`src/rtl/pertinencia_trapezio_seq.sv`:
```
// Sequential trapezoid membership: grau = min(N1/D1, N2/D2) clipped to 0..SCALE,
// computed with one shared restoring divider that is reused for both terms.
module pertinencia_trapezio_seq #(
    parameter int OUT_W = 8
) (
    input  logic                    clk,
    input  logic                    rst,
    input  logic                    start,
    input  logic signed [31:0]      Numerador_1,
    input  logic signed [31:0]      Denominador_1,
    input  logic signed [31:0]      Numerador_2,
    input  logic signed [31:0]      Denominador_2,
    output logic                    busy,
    output logic                    done,
    output logic [OUT_W-1:0]        grau,
    output logic                    erro
);

    localparam int DW = 2 * OUT_W;
    localparam int CW = $clog2(DW + 1);
    localparam logic [OUT_W-1:0] SCALE = {OUT_W{1'b1}};

    typedef enum logic [2:0] {
        S_IDLE = 3'd0,
        S_LOAD = 3'd1,
        S_DIV1 = 3'd2,
        S_DIV2 = 3'd3,
        S_FIN  = 3'd4,
        S_DONE = 3'd5
    } state_t;

    // Early resolution of one term: {resolved, denominator_error, value}.
    function automatic logic [OUT_W+1:0] classify(input logic signed [31:0] n,
                                                   input logic signed [31:0] d);
        logic [OUT_W+1:0] r;
        if (n < 32'sd0) begin
            r = {1'b1, 1'b0, {OUT_W{1'b0}}};
        end else if (d < 32'sd0) begin
            r = {1'b1, 1'b1, {OUT_W{1'b0}}};
        end else if (d == 32'sd0) begin
            r = {1'b1, 1'b0, SCALE};
        end else if (n >= d) begin
            r = {1'b1, 1'b0, SCALE};
        end else begin
            r = {1'b0, 1'b0, {OUT_W{1'b0}}};
        end
        return r;
    endfunction

    function automatic logic [DW-1:0] dividend(input logic [OUT_W:0] n);
        logic [DW+1:0] p;
        p = (DW+2)'(n) * (DW+2)'(SCALE);
        return p[DW-1:0];
    endfunction

    state_t              state_q, state_d;
    logic [CW-1:0]       cnt_q, cnt_d;
    logic signed [31:0]  n1_q, n1_d, d1_q, d1_d, n2_q, n2_d, d2_q, d2_d;
    logic                ovr1_q, ovr1_d, ovr2_q, ovr2_d, err_q, err_d;
    logic [OUT_W-1:0]    res1_q, res1_d, res2_q, res2_d, t1_q, t1_d;
    logic [DW-1:0]       dvd_q, dvd_d;
    logic [OUT_W:0]      dvs_q, dvs_d, rem_q, rem_d;
    logic [OUT_W-1:0]    quo_q, quo_d;
    logic                busy_q, busy_d, done_q, done_d, erro_q, erro_d;
    logic [OUT_W-1:0]    grau_q, grau_d;
    logic [OUT_W+1:0]    c1_s, c2_s;
    logic [OUT_W+1:0]    rem_sh_s;
    logic                ge_s, iter_s;
    logic [OUT_W-1:0]    t2_s;

    // Next-state, divider step and output-register computation.
    always_comb begin
        state_d  = state_q;
        cnt_d    = cnt_q;
        n1_d     = n1_q;
        d1_d     = d1_q;
        n2_d     = n2_q;
        d2_d     = d2_q;
        ovr1_d   = ovr1_q;
        ovr2_d   = ovr2_q;
        res1_d   = res1_q;
        res2_d   = res2_q;
        err_d    = err_q;
        t1_d     = t1_q;
        dvd_d    = dvd_q;
        dvs_d    = dvs_q;
        rem_d    = rem_q;
        quo_d    = quo_q;
        grau_d   = grau_q;
        erro_d   = erro_q;
        iter_s   = 1'b0;
        c1_s     = classify(n1_q, d1_q);
        c2_s     = classify(n2_q, d2_q);
        t2_s     = ovr2_q ? res2_q : quo_q;
        rem_sh_s = {rem_q, dvd_q[DW-1]};
        ge_s     = (rem_sh_s >= {1'b0, dvs_q});

        case (state_q)
            S_IDLE: begin
                if (start) begin
                    n1_d    = Numerador_1;
                    d1_d    = Denominador_1;
                    n2_d    = Numerador_2;
                    d2_d    = Denominador_2;
                    err_d   = 1'b0;
                    state_d = S_LOAD;
                end else begin
                    state_d = S_IDLE;
                end
            end
            S_LOAD: begin
                ovr1_d  = c1_s[OUT_W+1];
                res1_d  = c1_s[OUT_W-1:0];
                ovr2_d  = c2_s[OUT_W+1];
                res2_d  = c2_s[OUT_W-1:0];
                err_d   = c1_s[OUT_W] | c2_s[OUT_W];
                dvd_d   = dividend(n1_q[OUT_W:0]);
                dvs_d   = d1_q[OUT_W:0];
                rem_d   = {(OUT_W+1){1'b0}};
                quo_d   = {OUT_W{1'b0}};
                cnt_d   = {CW{1'b0}};
                state_d = S_DIV1;
            end
            S_DIV1: begin
                iter_s = 1'b1;
                if (cnt_q == CW'(DW - 1)) begin
                    cnt_d   = {CW{1'b0}};
                    state_d = S_DIV2;
                end else begin
                    cnt_d = cnt_q + CW'(1);
                end
            end
            S_DIV2: begin
                // First DIV2 cycle hands the shared divider over to term 2.
                if (cnt_q == {CW{1'b0}}) begin
                    t1_d  = ovr1_q ? res1_q : quo_q;
                    dvd_d = dividend(n2_q[OUT_W:0]);
                    dvs_d = d2_q[OUT_W:0];
                    rem_d = {(OUT_W+1){1'b0}};
                    quo_d = {OUT_W{1'b0}};
                    cnt_d = CW'(1);
                end else if (cnt_q == CW'(DW)) begin
                    iter_s  = 1'b1;
                    state_d = S_FIN;
                end else begin
                    iter_s = 1'b1;
                    cnt_d  = cnt_q + CW'(1);
                end
            end
            S_FIN: begin
                grau_d  = (t1_q < t2_s) ? t1_q : t2_s;
                erro_d  = err_q;
                state_d = S_DONE;
            end
            S_DONE: begin
                state_d = S_IDLE;
            end
            default: begin
                state_d = S_IDLE;
            end
        endcase

        if (iter_s) begin
            dvd_d = {dvd_q[DW-2:0], 1'b0};
            rem_d = ge_s ? (rem_sh_s[OUT_W:0] - dvs_q) : rem_sh_s[OUT_W:0];
            quo_d = {quo_q[OUT_W-2:0], ge_s};
        end else begin
            iter_s = 1'b0;
        end

        busy_d = (state_d != S_IDLE) && (state_d != S_DONE);
        done_d = (state_d == S_DONE);
    end

    // State, datapath and output registers with synchronous reset.
    always_ff @(posedge clk) begin
        if (rst) begin
            state_q <= S_IDLE;
            cnt_q   <= {CW{1'b0}};
            n1_q    <= 32'sd0;
            d1_q    <= 32'sd0;
            n2_q    <= 32'sd0;
            d2_q    <= 32'sd0;
            ovr1_q  <= 1'b0;
            ovr2_q  <= 1'b0;
            res1_q  <= {OUT_W{1'b0}};
            res2_q  <= {OUT_W{1'b0}};
            err_q   <= 1'b0;
            t1_q    <= {OUT_W{1'b0}};
            dvd_q   <= {DW{1'b0}};
            dvs_q   <= {(OUT_W+1){1'b0}};
            rem_q   <= {(OUT_W+1){1'b0}};
            quo_q   <= {OUT_W{1'b0}};
            busy_q  <= 1'b0;
            done_q  <= 1'b0;
            grau_q  <= {OUT_W{1'b0}};
            erro_q  <= 1'b0;
        end else begin
            state_q <= state_d;
            cnt_q   <= cnt_d;
            n1_q    <= n1_d;
            d1_q    <= d1_d;
            n2_q    <= n2_d;
            d2_q    <= d2_d;
            ovr1_q  <= ovr1_d;
            ovr2_q  <= ovr2_d;
            res1_q  <= res1_d;
            res2_q  <= res2_d;
            err_q   <= err_d;
            t1_q    <= t1_d;
            dvd_q   <= dvd_d;
            dvs_q   <= dvs_d;
            rem_q   <= rem_d;
            quo_q   <= quo_d;
            busy_q  <= busy_d;
            done_q  <= done_d;
            grau_q  <= grau_d;
            erro_q  <= erro_d;
        end
    end

    assign busy = busy_q;
    assign done = done_q;
    assign grau = grau_q;
    assign erro = erro_q;

endmodule

```
`config.mk`:
```
export PLATFORM = sky130hd
export DESIGN_NAME = pertinencia_trapezio_seq
export DESIGN_NICKNAME = d
export VERILOG_FILES = /design/src/rtl/pertinencia_trapezio_seq.sv
export SDC_FILE = /design/constraint.sdc
export NUM_CORES = 1
export LEC_CHECK = 0
export ABC_AREA = 1
export BUFFER_PORTS_ARGS = -buffer_cell sky130_fd_sc_hd__clkbuf_2
export CAP_MARGIN = 30
export CORE_MARGIN = 3
export CORE_UTILIZATION = 55
export CTS_CLUSTER_SIZE = 20
export DETAILED_ROUTE_END_ITERATION = 10
export PLACE_DENSITY = 0.82
export SKIP_LAST_GASP = 1
export SLEW_MARGIN = 20
export SYNTH_ARGS = -nofsm -noshare
export SYNTH_HDL_FRONTEND = slang
export SYNTH_SLANG_ARGS = --single-unit
```
`constraint.sdc`:
```
create_clock -name clk -period 4.7 [get_ports clk]
set_input_delay 0.47 -clock clk [delete_from_list [all_inputs] [get_ports clk]]
set_output_delay 0.47 -clock clk [all_outputs]
set_load 0.05 [all_outputs]
```
# Yosys cells after proc, flatten, opt, wreduce, memory -nomap -nowiden
# Index checks and enable logic that the tools add are counted.
# totals
reg_bits	216
# classes
add_sub_neg	2
mul	2
magnitude_cmp	8
n_eq_ne	12
n_mux	36
bitwise	1
n_reduce_logical	17
# ops
cell	count
$lt A32 B1 Y1 const B	4
$mux W10	8
$ge A32 B32 Y1	2
$logic_not A32 Y1	2
$mux W8	5
$mux W9	4
$pmux W9 S2	2
$mul A9 B8 Y16 const B	2
$mux W16	2
$pmux W16 S2	1
$pmux W8 S2	1
$mux W5	3
$pmux W3 S5	1
$pmux W5 S3	1
$reduce_and A2 Y1	6
$ge A10 B9 Y1	1
$mux W3	3
$ne A3 B3 Y1 const B	3
$reduce_bool A3 Y1	3
$sub A9 B9 Y9	1
$lt A8 B8 Y1	1
$eq A3 B2 Y1 const B	2
$eq A3 B3 Y1 const B	2
$add A5 B1 Y5 const B	1
12 further kinds	17

# Longest topological paths before layout
# depth
depth_word	7
mapped_depth	20
ltp_nobuf	20

# Least setup slack after synthesis
# OpenSTA, ideal clock, no wires.
# synth_timing
path_kind	register -> register
start	register n1_q[6]
end	register dvd_q[15]
t_arrival_ns	3.898
slack_ns	0.670
stages_incl_launch_ff	19
path_buffers	0
path_cell_list	dfxtp_1 -> inv_1 -> fa_1 -> inv_1 -> fa_1 -> inv_1 -> fa_1 -> fa_1 -> inv_1 -> ha_1 -> nand2_1 -> o21ai_0 -> nand2_1 -> nand3_1 -> nand2_1 -> nand3_1 -> nand2_1 -> o21bai_1 -> a21oi_1
# synth_between
elab_chain_cells	3
# synth_rtl
item	line	text
start, declared	58	logic signed [31:0] n1_q, n1_d, d1_q, d1_d, n2_q, n2_d, d2_q, d2_d;
start signal, assigned	201	n1_q <= n1_d;
$mul A9 B8 Y16	52	p = (DW+2)'(n) * (DW+2)'(SCALE);
$pmux W16 S2	98	case (state_q)
$mux W16	163	if (iter_s) begin
end signal, assigned	190	dvd_q <= {DW{1'b0}};
end signal, assigned	211	dvd_q <= dvd_d;
end, declared	61	logic [DW-1:0] dvd_q, dvd_d;
# Every way passes these cells.
# A chain may end at the register's enable or synchronous reset.

# Final worst setup path
# layout_timing
start	register n1_q[3]
end	register dvd_q[10]
# The elaborated chain is that of the path after synthesis.

==> impl_metrics.tcl <==
set metrics [dict create \
    grt_usage 0.250 \
    path_clk_slew_ns 0.06 \
    fin_cells 2250 \
    maxSlewHeadroom 0.403 \
    grt_antenna_before_repair 0 \
    grt_pass1_wl_mm 55.5 \
    ys_seq_elements 202 \
    drv_slew 0 \
    register_area_sq_um 4050 \
    synth-edff-count 0 \
    crit_path_end_kind "flop" \
    use_met1 0.340 \
    avgSynthCellArea_sq_um 7.51 \
    firstDrtPassIters 7 \
    async_flop_share 0 \
    crit_path_cell_trace "inv_1, fa_1, inv_1, fa_1, fa_1, inv_1, fa_1, inv_1, ha_1, a21oi_1, o21ai_0, a21oi_1, xnor2_1, nand2_1, nand3_1, nand2_1, a21oi_1" \
    vias_per_cell 5.38 \
    path_delay_family "adder cells" \
    insertion_delay_ns 0.51 \
    finalWirelength_mm 33.4 \
    post_drt_wl_per_cell_um 14.9 \
    ys_seq_area_frac 0.297 \
    grt_max_degree 107 \
    required_ns 5.12 \
    min_path_type "input pin to flop" \
    numCtsBuffers 22 \
    drcViolationCount 0 \
    gr-usage-met2 0.422 \
    antenna_cells 0 \
    skew_ns 0.0184 \
    nets 2271 \
    cp_max_fo 7 \
    post_cts_buffers 0 \
    top_level_ports 142 \
    first_iter_violations 946 \
    cts-root-buf "clkbuf_16" \
    fin_area_sq_um 15200 \
    ir_drop_mv 0.263 \
    ys.flop_type "dfxtp_1" \
    post-route-min-period_ns 4.40 \
    startpoint_type "flop" \
    core_area_sq_um 23900 \
    leakagePower_nw 7.32 \
    cp_num_buf_inv 4 \
    syn-num-nets 2169 \
    synthesis.area_sq_um 13600 \
    p_total_mw 7.01 \
    status "finished clean" \
    port_buffers 141 \
    timing_hold_violations_final 0 \
    yosys_warnings 0 \
    holdWs_ns 0.188 \
    cts.sinks 202 \
    setup_viol 0 \
    die_area_sq_um 26700 \
    vias 12111 \
    gp_congestion 0.938 \
    globalRoute.busiestLayer "met2" \
    rsz0062_at_grt "no" \
    dieHeight_um 163 \
    post-synth-top-area-cell "dfxtp_1" \
    dp_hpwl_mm 25.3 \
    drv_cap 0 \
    fmax_ghz 0.228 \
    rows 56 \
    htreeDepth 1 \
    die_x_um 163 \
    area_growth_syn_to_layout_pct 11.7 \
    arrival_ns 4.82 \
    first_global_vias 11715 \
    cts_tree "yes" \
    ys_types 41 \
    cts_max_path_buffers 3 \
    ys_top_cells_by_area "dfxtp_1, ha_1, fa_1" \
    multi_input_area_sq_um 8140 \
    layout-drive-gt1-share 0.105 \
    start_util 0.570 \
    use_met3 0.0345 \
    ant_nets 0 \
    critical_path_class "flop to flop" \
    synthCells 1815 \
    yosys.area.top_type_share 0.297 \
    powerDensity_nw_per_um2 461 \
    finalSetupTns_ns 0 \
    num-fill-cells 2064 \
    cpPeakStageDelay_ns 0.56 \
    slowest_stage "fa_1" \
    dpl-instance-area_sq_um 14500 \
    dp.cells 2211 \
    gr-total-overflow 0 \
    max_slew.worst_pin.slew_ns 0.895 \
    fin_crit_sh 0.935 \
]
repair_timing:
item                       in CTS  in global routing
hold buffers                    0                  0
setup endpoints to repair       0                  3
gates resized for setup         0                  4
where the power goes:
part	internal, mW	switching (mW)
Combinational	1.23	2.09
Clock	1.00	0.700
Sequential	1.88	0.116
Total	4.11	2.90
final timing paths:
path / from / endpoint / slack (ns) / cells after the start
setup / recovery: n1_q[3] / dvd_q[10] / 0.30 / 17
hold / removal: Numerador_2[25] / n2_q[25] / 0.19 / 3
setup reg to reg: n1_q[3] / dvd_q[10] / 0.30 / 17
hold reg to reg: dvd_q[13] / dvd_q[13] / 0.46 / 2
worst reg2reg max path, stage by stage (launching register included):
cell and delay [ns]:
dfxtp_1 0.43, inv_1 0.14, fa_1 0.56, inv_1 0.09, fa_1 0.51, fa_1 0.55, inv_1 0.06, fa_1 0.53
inv_1 0.04, ha_1 0.37, a21oi_1 0.28, o21ai_0 0.15, a21oi_1 0.17, xnor2_1 0.14, nand2_1 0.07, nand3_1 0.08
nand2_1 0.06, a21oi_1 0.11
synthesized netlist by cell type (all sizes together) (3+ instances only):
cell type    n
xnor2        8
nand3       77
o211ai       6
nand2      357
nand4       16
clkbuf      46
o21ai      155
a31oi       19
a21oi      252
nor4         7
dfxtp      202
o21bai       3
o21a         5
xor2        10
a211oi       4
nor3        15
buf         24
fa          71
or2          3
ha         152
inv        302
a21o         6
nor2        64
cell type report:
class | instances | area share
inverter | 303 | 0.0748
clock buffer | 33 | 0.0449
clock inverter | 5 | 0.00189
sequential | 202 | 0.266
multi-input combinational | 1240 | 0.535
tap | 319 | 0.0262
timing repair buffer | 148 | 0.0508
through the flow:
stage	utilization	setup WS (ns)
after floorplan	-	0.670
after global placement	0.606	0.354
after CTS	0.636	0.239
after global routing	0.637	0.0419
after detailed placement	0.606	0.248
final	0.637	0.305
logic make-up after synthesis:
kind of cell,synth area share
and+or+nand+nor,0.167
xor gates and xnor gates,0.0116
DFF,0.297
buffers and inverters,0.106
adders and majority gates,0.244
AOI/OAI and AO/OA,0.175
flip-flops by register name (all words and copies together) (netlist names), 8 cells and up:
name	flops
rem_q	9
n1_q	32
d2_q	32
grau	8
n2_q	32
d1_q	32
dvs_q	9
dvd_q	16
quo_q	8
t1_q	8
layout by cell type, fill, tap and decap left out, types with 23 or more instances in the layout:
cell type / netlist / final
clkbuf_2: 0 / 140
fa_1: 71 / 71
clkbuf_16: 0 / 23
nand3_1: 76 / 76
dfxtp_1: 202 / 198
inv_1: 299 / 298
nor2_1: 63 / 63
ha_1: 152 / 152
a21oi_1: 252 / 252
o21ai_0: 151 / 151
nand2_1: 351 / 351
routing by layer:
layer  wire length, um  part of all wire  up-vias
met5                 0                 0        -
met4               837             0.025        0
met3              1860             0.056       51
met2             15600              0.47      305
li1                  -                 -     6109
met1             15200              0.45     5646
Note: power is estimated with default switching activity, not from simulation.
